--- config.mk ---
export PLATFORM = sky130hd
export DESIGN_NAME = ysyx_22040895_mem_arb
export DESIGN_NICKNAME = d
export VERILOG_FILES = /design/src/rtl/ysyx_22040895_mem_arb.sv
export SDC_FILE = /design/constraint.sdc
export NUM_CORES = 1
export LEC_CHECK = 0
export ABC_AREA = 1
export CORE_UTILIZATION = 43
export DETAILED_ROUTE_END_ITERATION = 10
export GPL_ROUTABILITY_DRIVEN = 0
export MAX_ROUTING_LAYER = met4
export PLACE_DENSITY_LB_ADDON = 0.3
export SYNTH_ARGS = -nofsm -noshare
export SYNTH_HDL_FRONTEND = slang
export SYNTH_SLANG_ARGS = --single-unit
--- constraint.sdc ---
create_clock -name clk -period 2.01 [get_ports clk]
set_clock_uncertainty 0.1 [all_clocks]
set_input_delay 0.402 -clock clk [delete_from_list [all_inputs] [get_ports clk]]
set_output_delay 0.402 -clock clk [all_outputs]
set_load 0.005 [all_outputs]
--- src/rtl/ysyx_22040895_mem_arb.sv ---
// Memory-port arbiter: shares one memory request/response port between instruction fetch (IF)
// and load/store (LS), one transaction at a time. Define ARB_RR_EN for round-robin, else LS wins.
module ysyx_22040895_mem_arb #(
  parameter int AW          = 32,
  parameter int DW          = 32,
  parameter int TIMEOUT_CYC = 255
) (
  input  logic            clk,
  input  logic            rst,
  // instruction fetch side (read-only)
  input  logic            if_valid_i,
  input  logic [AW-1:0]   if_addr_i,
  output logic            if_ready_o,
  output logic            if_rvalid_o,
  output logic [DW-1:0]   if_rdata_o,
  output logic            if_err_o,
  // load/store side
  input  logic            ls_valid_i,
  input  logic            ls_wen_i,
  input  logic [AW-1:0]   ls_addr_i,
  input  logic [DW-1:0]   ls_wdata_i,
  input  logic [DW/8-1:0] ls_wmask_i,
  output logic            ls_ready_o,
  output logic            ls_rvalid_o,
  output logic [DW-1:0]   ls_rdata_o,
  output logic            ls_err_o,
  // memory bus wrapper side
  output logic            mem_valid_o,
  input  logic            mem_ready_i,
  output logic            mem_wen_o,
  output logic [AW-1:0]   mem_addr_o,
  output logic [DW-1:0]   mem_wdata_o,
  output logic [DW/8-1:0] mem_wmask_o,
  input  logic            mem_rvalid_i,
  input  logic [DW-1:0]   mem_rdata_i,
  output logic            busy_o
);

  localparam int MW = DW / 8;
  localparam int CW = (TIMEOUT_CYC > 255) ? $clog2(TIMEOUT_CYC + 1) : 8;
  localparam bit TO_EN = (TIMEOUT_CYC != 0);
  localparam logic [CW-1:0] TO_LAST = TO_EN ? CW'(TIMEOUT_CYC - 1) : '0;

  typedef enum logic [1:0] {S_IDLE, S_REQ, S_RSP} state_e;
  typedef enum logic [1:0] {OWN_NONE, OWN_IF, OWN_LS} owner_e;

  state_e          state_q, state_d;
  owner_e          owner_q;
  logic            wen_q;
  logic [AW-1:0]   addr_q;
  logic [DW-1:0]   wdata_q;
  logic [MW-1:0]   wmask_q;
  logic [CW-1:0]   cnt_q, cnt_d;

  logic            if_rvalid_q, ls_rvalid_q, if_err_q, ls_err_q;
  logic [DW-1:0]   if_rdata_q, ls_rdata_q;

  logic            grant_if, grant_ls, accept;
  logic            in_txn, to_hit, done_ok, done_err, rsp_fire;
  logic [DW-1:0]   rsp_data;

  // ---------------------------------------------------------------- arbitration
`ifdef ARB_RR_EN
  logic last_ls_q;  // 1 = LS was granted last

  always_comb begin
    grant_ls = ls_valid_i && (!if_valid_i || !last_ls_q);
    grant_if = if_valid_i && !grant_ls;
  end

  always_ff @(posedge clk or negedge rst) begin
    if (!rst) begin
      last_ls_q <= 1'b1;
    end else if (accept) begin
      last_ls_q <= grant_ls;
    end
  end
`else
  always_comb begin
    grant_ls = ls_valid_i;
    grant_if = if_valid_i && !ls_valid_i;
  end
`endif

  assign accept = (state_q == S_IDLE) && (grant_if || grant_ls);

  // ---------------------------------------------------------------- completion
  assign in_txn   = (state_q == S_REQ) || (state_q == S_RSP);
  assign to_hit   = TO_EN && in_txn && (cnt_q == TO_LAST);
  // A memory response arriving on the deadline cycle still counts as a normal completion.
  assign done_ok  = (state_q == S_RSP) && mem_rvalid_i;
  assign done_err = to_hit && !done_ok;
  assign rsp_fire = done_ok || done_err;
  assign rsp_data = (done_ok && !wen_q) ? mem_rdata_i : '0;

  always_comb begin
    cnt_d = cnt_q;
    if (accept) begin
      cnt_d = '0;
    end else if (in_txn) begin
      cnt_d = cnt_q + CW'(1);
    end
  end

  // ---------------------------------------------------------------- FSM: state register
  always_ff @(posedge clk or negedge rst) begin
    if (!rst) begin
      state_q <= S_IDLE;
    end else begin
      state_q <= state_d;
    end
  end

  // ---------------------------------------------------------------- FSM: next state
  always_comb begin
    state_d = state_q;
    unique case (state_q)
      S_IDLE: if (accept) state_d = S_REQ;
      S_REQ: begin
        if (to_hit) begin
          state_d = S_IDLE;
        end else if (mem_ready_i) begin
          state_d = S_RSP;
        end
      end
      S_RSP:   if (rsp_fire) state_d = S_IDLE;
      default: state_d = S_IDLE;
    endcase
  end

  // ---------------------------------------------------------------- FSM: outputs
  // NOTE: every output gets a default before any condition, so no path infers a latch.
  always_comb begin
    if_ready_o  = 1'b0;
    ls_ready_o  = 1'b0;
    mem_valid_o = 1'b0;
    mem_wen_o   = 1'b0;
    mem_addr_o  = '0;
    mem_wdata_o = '0;
    mem_wmask_o = '0;
    busy_o      = (state_q != S_IDLE);
    // Readies are combinational; qualify with rst so they read 0 while reset is held.
    if (rst && state_q == S_IDLE) begin
      if_ready_o = grant_if;
      ls_ready_o = grant_ls;
    end
    if (state_q == S_REQ) begin
      mem_valid_o = 1'b1;
      mem_wen_o   = wen_q;
      mem_addr_o  = addr_q;
      mem_wdata_o = wdata_q;
      mem_wmask_o = wmask_q;
    end
  end

  // ---------------------------------------------------------------- request latch, counter, responses
  // NOTE: sequential state uses non-blocking assignments only, so every flop sees pre-edge values.
  always_ff @(posedge clk or negedge rst) begin
    if (!rst) begin
      // NOTE: the request latch is reset as well: it is a handful of flops, not a memory array.
      owner_q     <= OWN_NONE;
      wen_q       <= 1'b0;
      addr_q      <= '0;
      wdata_q     <= '0;
      wmask_q     <= '0;
      cnt_q       <= '0;
      if_rvalid_q <= 1'b0;
      if_rdata_q  <= '0;
      if_err_q    <= 1'b0;
      ls_rvalid_q <= 1'b0;
      ls_rdata_q  <= '0;
      ls_err_q    <= 1'b0;
    end else begin
      cnt_q <= cnt_d;
      if (accept) begin
        owner_q <= grant_ls ? OWN_LS : OWN_IF;
        wen_q   <= grant_ls && ls_wen_i;
        addr_q  <= grant_ls ? ls_addr_i : if_addr_i;
        wdata_q <= grant_ls ? ls_wdata_i : '0;
        wmask_q <= grant_ls ? ls_wmask_i : '0;
      end else if (rsp_fire) begin
        owner_q <= OWN_NONE;
      end

      if_rvalid_q <= rsp_fire && (owner_q == OWN_IF);
      ls_rvalid_q <= rsp_fire && (owner_q == OWN_LS);
      if (rsp_fire && owner_q == OWN_IF) begin
        if_rdata_q <= rsp_data;
        if_err_q   <= done_err;
      end
      if (rsp_fire && owner_q == OWN_LS) begin
        ls_rdata_q <= rsp_data;
        ls_err_q   <= done_err;
      end
    end
  end

  assign if_rvalid_o = if_rvalid_q;
  assign if_rdata_o  = if_rdata_q;
  assign if_err_o    = if_err_q;
  assign ls_rvalid_o = ls_rvalid_q;
  assign ls_rdata_o  = ls_rdata_q;
  assign ls_err_o    = ls_err_q;

endmodule

## Word level (Yosys, flattened, before mapping)

Cells that the tools add are included.

| word-level totals | value |
|---|---|
| flip-flop bits (word level) | 149 |
| output and inout port bits | 141 |
| word-level logic and storage cells | 63 |

| operators by class | value |
|---|---|
| $add $sub $neg | 1 |
| eq/ne operators | 8 |
| mux-type cells | 20 |
| reduce and logical (&&, ||, !) cells | 21 |

Operators with widths:

| kind | number |
|---|---|
| 32-bit 2-to-1 mux | 5 |
| 8-bit 2-to-1 mux | 2 |
| 2-bit 2-to-1 mux | 6 |
| 1-bit logical AND | 10 |
| 8-bit by 1-bit adder with 8-bit output, second input constant | 1 |
| 8-bit == test, second input constant | 1 |
| 4-bit 2-to-1 mux | 2 |
| 2-bit one-hot mux with 3 select lines | 1 |
| 2-bit nonzero test | 3 |
| 2-bit by 1-bit == test with 1-bit output, second input constant | 2 |
| 2-bit == test, second input constant | 2 |
| 1-bit 2-to-1 mux | 4 |
| 2-bit inequality test, second input constant | 2 |
| 1-bit logical NOT | 3 |
| 1-bit logical OR | 3 |
| 3-bit inequality test, second input constant | 1 |
| 3-bit AND reduction | 1 |
| 2-bit logical NOT | 1 |

## Logic depth before layout (Yosys ltp)

| depth | value |
|---|---|
| depth in word-level cells | 7 |
| gate-level depth with buffers | 12 |
| gate-level depth less buffers | 9 |

## Worst setup path after synthesis

OpenSTA, ideal clock, no wires.

| path | value |
|---|---|
| path type | register to output |
| start point | register state_q[1] |
| end point | output mem_wdata_o[18] |
| arrival | 1.460 ns |
| data required time | 1.508 ns |
| path slack | 0.048 ns |
| cell stages (with the launch flop) | 8 |
| cells stage by stage | dfrtp_1 inv_1 ha_1 clkbuf_1 buf_2 buf_1 nand2_1 inv_1 |

| between the ends | value |
|---|---|
| word-level cells in the longest chain between the ends | 2 |

RTL lines:

| item | line | text |
|---|---|---|
| start, declared | 47 | `state_e state_q, state_d;` |
| start signal, assigned | 110 | `state_q <= state_d;` |
| 2-bit by 1-bit == test with 1-bit output | 147 | `if (state_q == S_REQ) begin` |
| 32-bit 2-to-1 mux | 147 |  |
| end, declared | 32 | `output logic [DW-1:0] mem_wdata_o,` |

No other way between the ends.

## Worst setup path after layout

| path | value |
|---|---|
| start point | register state_q[0] |
| end point | output mem_wen_o |

| between the ends | value |
|---|---|
| word-level cells in the longest chain between the ends | 2 |

RTL lines:

| item | line | text |
|---|---|---|
| 2-bit by 1-bit == test with 1-bit output | 147 |  |
| 1-bit 2-to-1 mux | 147 |  |
| end, declared | 30 | `output logic mem_wen_o,` |

No other way between the ends.

==> impl_metrics.tcl <==
set metrics [dict create \
    synth.avg_cell_area_um2 8.24 \
    clock_latency_ns 0.42 \
    critical_path.max_fanout 6 \
    post-place-ws_ns -0.172 \
    layout_min_cycle_time_ns 2.25 \
    hold_viol 26 \
    fin_crit_sh_pct 112 \
    slew_violations 0 \
    setup_viol 72 \
    vias 6642 \
    yosysMostFrequentCell "nand2_1" \
    start_util_pct 44.5 \
    final_util_pct 73.2 \
    rows 45 \
    cts_tree "yes" \
    ys_seq_elements 149 \
    dp_hpwl_mm 13.2 \
    yosysSeqAreaShare_pct 54.5 \
    firstDrtPassIters 4 \
    hold_buffers 0 \
    wl_met1_mm 8.67 \
    cts_root_buffer "clkbuf_16" \
    irDropWorstVdd_uv 720 \
    ioPinCount 280 \
    cp.required_ns 1.51 \
    port_buffers 279 \
    async_reset_ff_share_pct 100 \
    area_growth_pct 64.5 \
    grt_pass1_vias 6545 \
    hold_path_class "input pin to asynchronous set/reset pin" \
    worst_pin_slew_ns 0.899 \
    p_leak_nw 5.70 \
    powerDensity_nw_per_um2 1270 \
    path_class "flip-flop to primary output" \
    cts_buffers 17 \
    drc 0 \
    core_area_um2 15400 \
    grt_use_total_pct 27.3 \
    die_h_um 128 \
    yosys.area.top_type_share_pct 54.5 \
    grt_pass1_wl_mm 33.1 \
    drtIter0Drc 399 \
    wirelength_mm 21.6 \
    worst_hold_slack_ns -0.0352 \
    h-tree-depth 4 \
    drive_gt1_share_pct 27.5 \
    cp-start-kind "flip-flop" \
    synthFlopType "dfrtp_1" \
    routed.top_layer "met4" \
    timing.fmax_mhz 445 \
    yosys_warnings 0 \
    cap_viol_max_count 0 \
    n_fill_cell 1137 \
    synth_nets 975 \
    synthCells 830 \
    status "finished with violations" \
    yosys-top-cells-count "324 x nand2_1, 149 x dfrtp_1, 88 x inv_1" \
    routedWlPerCell_um 16.0 \
    yosys.area.top_type "dfrtp_1" \
    grt_overflow 0 \
    ant_nets 0 \
    grt_max_degree 150 \
    max_slew_margin_pct 40.0 \
    syn_area_um2 6840 \
    end_kind "primary output" \
    synth-edff-count 0 \
    worstPathArrival_ns 1.74 \
    path_clk_slew_ns 0.06 \
    failed_checks "hold timing, setup timing" \
    antenna_cells 0 \
    die-area_um2 16400 \
    die_x_um 128 \
    met3_length_mm 1.57 \
    ys_types 28 \
    netlist_top_cells_area "dfrtp_1 55%, nand2_1 18%, inv_1 4.8%, o21ai_2 3.6%, a31oi_1 3.0%" \
    nets 1273 \
    p_total_mw 14.3 \
    setup_slack_ns -0.237 \
    vias_per_cell 4.92 \
    rsz0062_at_grt "true" \
    antenna_found_initial 0 \
    cts.sinks 149 \
    cts_max_path_buffers 2 \
    wl_met2_mm 10.9 \
]
final timing paths:
path                                       startpoint                         end  slack, ns  depth (start not counted)
setup reg to reg               state_q[1]$_DFFE_PN0P_   ls_rdata_o[3]$_DFFE_PN0P_       0.08                         11
hold reg to reg            if_rdata_o[13]$_DFFE_PN0P_  if_rdata_o[13]$_DFFE_PN0P_       0.38                          2
max in group asynchronous                         rst      addr_q[29]$_DFFE_PN0N_       1.09                          2
hold / removal                                    rst  ls_rdata_o[30]$_DFFE_PN0P_      -0.04                          2
setup / recovery               state_q[0]$_DFFE_PN0P_                   mem_wen_o      -0.24                          8
min in group clk           if_rdata_o[13]$_DFFE_PN0P_  if_rdata_o[13]$_DFFE_PN0P_       0.38                          2
cell type report:
cell class	instances	area (µm²)	area share, %
flip-flops and latches	149	3730	33.2
repair buffers	332	3390	30.2
multi-input cells	540	2920	26.0
clock buffers	19	453	4.03
inverters	88	330	2.94
well taps	211	264	2.35
clock inverters	12	155	1.38
state kept, by name (all words and copies together) (netlist names), 2 cells and up:
register    cells
addr_q         32
cnt_q           8
if_rdata_o     32
ls_rdata_o     32
owner_q         2
state_q         2
wdata_q        32
wmask_q         4
placed cells by master, fill, tap and decap left out, types with 5 or more instances in the layout:
master           synthesis  routed
nand2_1                324     258
clkdlybuf4s50_1          0     204
dfrtp_1                149     149
buf_6                   10      53
inv_2                    0      49
nand2_4                  0      46
nor2_1                  43      41
nand3_1                 40      40
inv_1                   88      39
buf_2                   18      36
a31oi_1                 33      33
o21ai_1                 32      33
o21ai_2                 28      28
nand2_2                  5      24
buf_4                    1      21
clkbuf_16                0      18
buf_16                   0       8
buf_12                   0       7
clkinvlp_4               0       5
routing by layer:
| metal | up-vias | GRT usage [%] |
|---|---|---|
| li1 | 3191 | - |
| met1 | 3142 | 31.6 |
| met2 | 273 | 45.9 |
| met5 | - | - |
| met4 | 0 | 9.69 |
| met3 | 36 | 7.01 |
worst max-delay path, cell delays in order (launching register included):
cell	delay [ns]
dfrtp_1	0.41
buf_6	0.13
ha_4	0.18
buf_6	0.14
buf_16	0.14
buf_8	0.12
nand2_4	0.05
inv_2	0.04
buf_6	0.11
repair_timing:
action | CTS | global route
resized for setup | 427 | 102
cloned | 8 | 1
buffers inserted | 14 | 6
pin swaps | 3 | 2
endpoints found under the setup margin | 89 | 161
power breakdown:
group	total [mW]	leakage (nW)	switching [mW]	internal, mW
clock	3.28	0.283	1.27	2.01
combinational	6.41	3.48	3.18	3.23
sequential	4.57	1.94	0.745	3.82
total	14.3	5.70	5.19	9.06
logic make-up after synthesis:
family | Yosys count | synth area share, %
adder cells (fa/ha/maj) | 6 | 1.10
AO/OA/AOI/OAI | 109 | 10.4
AND/OR/NAND/NOR | 425 | 24.8
flip-flops | 149 | 54.5
buffers and inverters | 141 | 9.22
per-stage QoR:
stage	cells	setup TNS [ns]	cell area (µm²)	hold slack [ns]
2_1_floorplan	830	0	6840	0.00641
3_3_place_gp	1295	-2.74	9880	0.355
3_5_place_dp	1295	-5.01	9880	0.359
4_1_cts	1346	-10.04	10800	0.0932
5_1_grt	1351	-12.34	11200	0.123
6_report	1351	-9.34	11200	-0.0352
No activity file was read; power rests on OpenSTA's default activity.
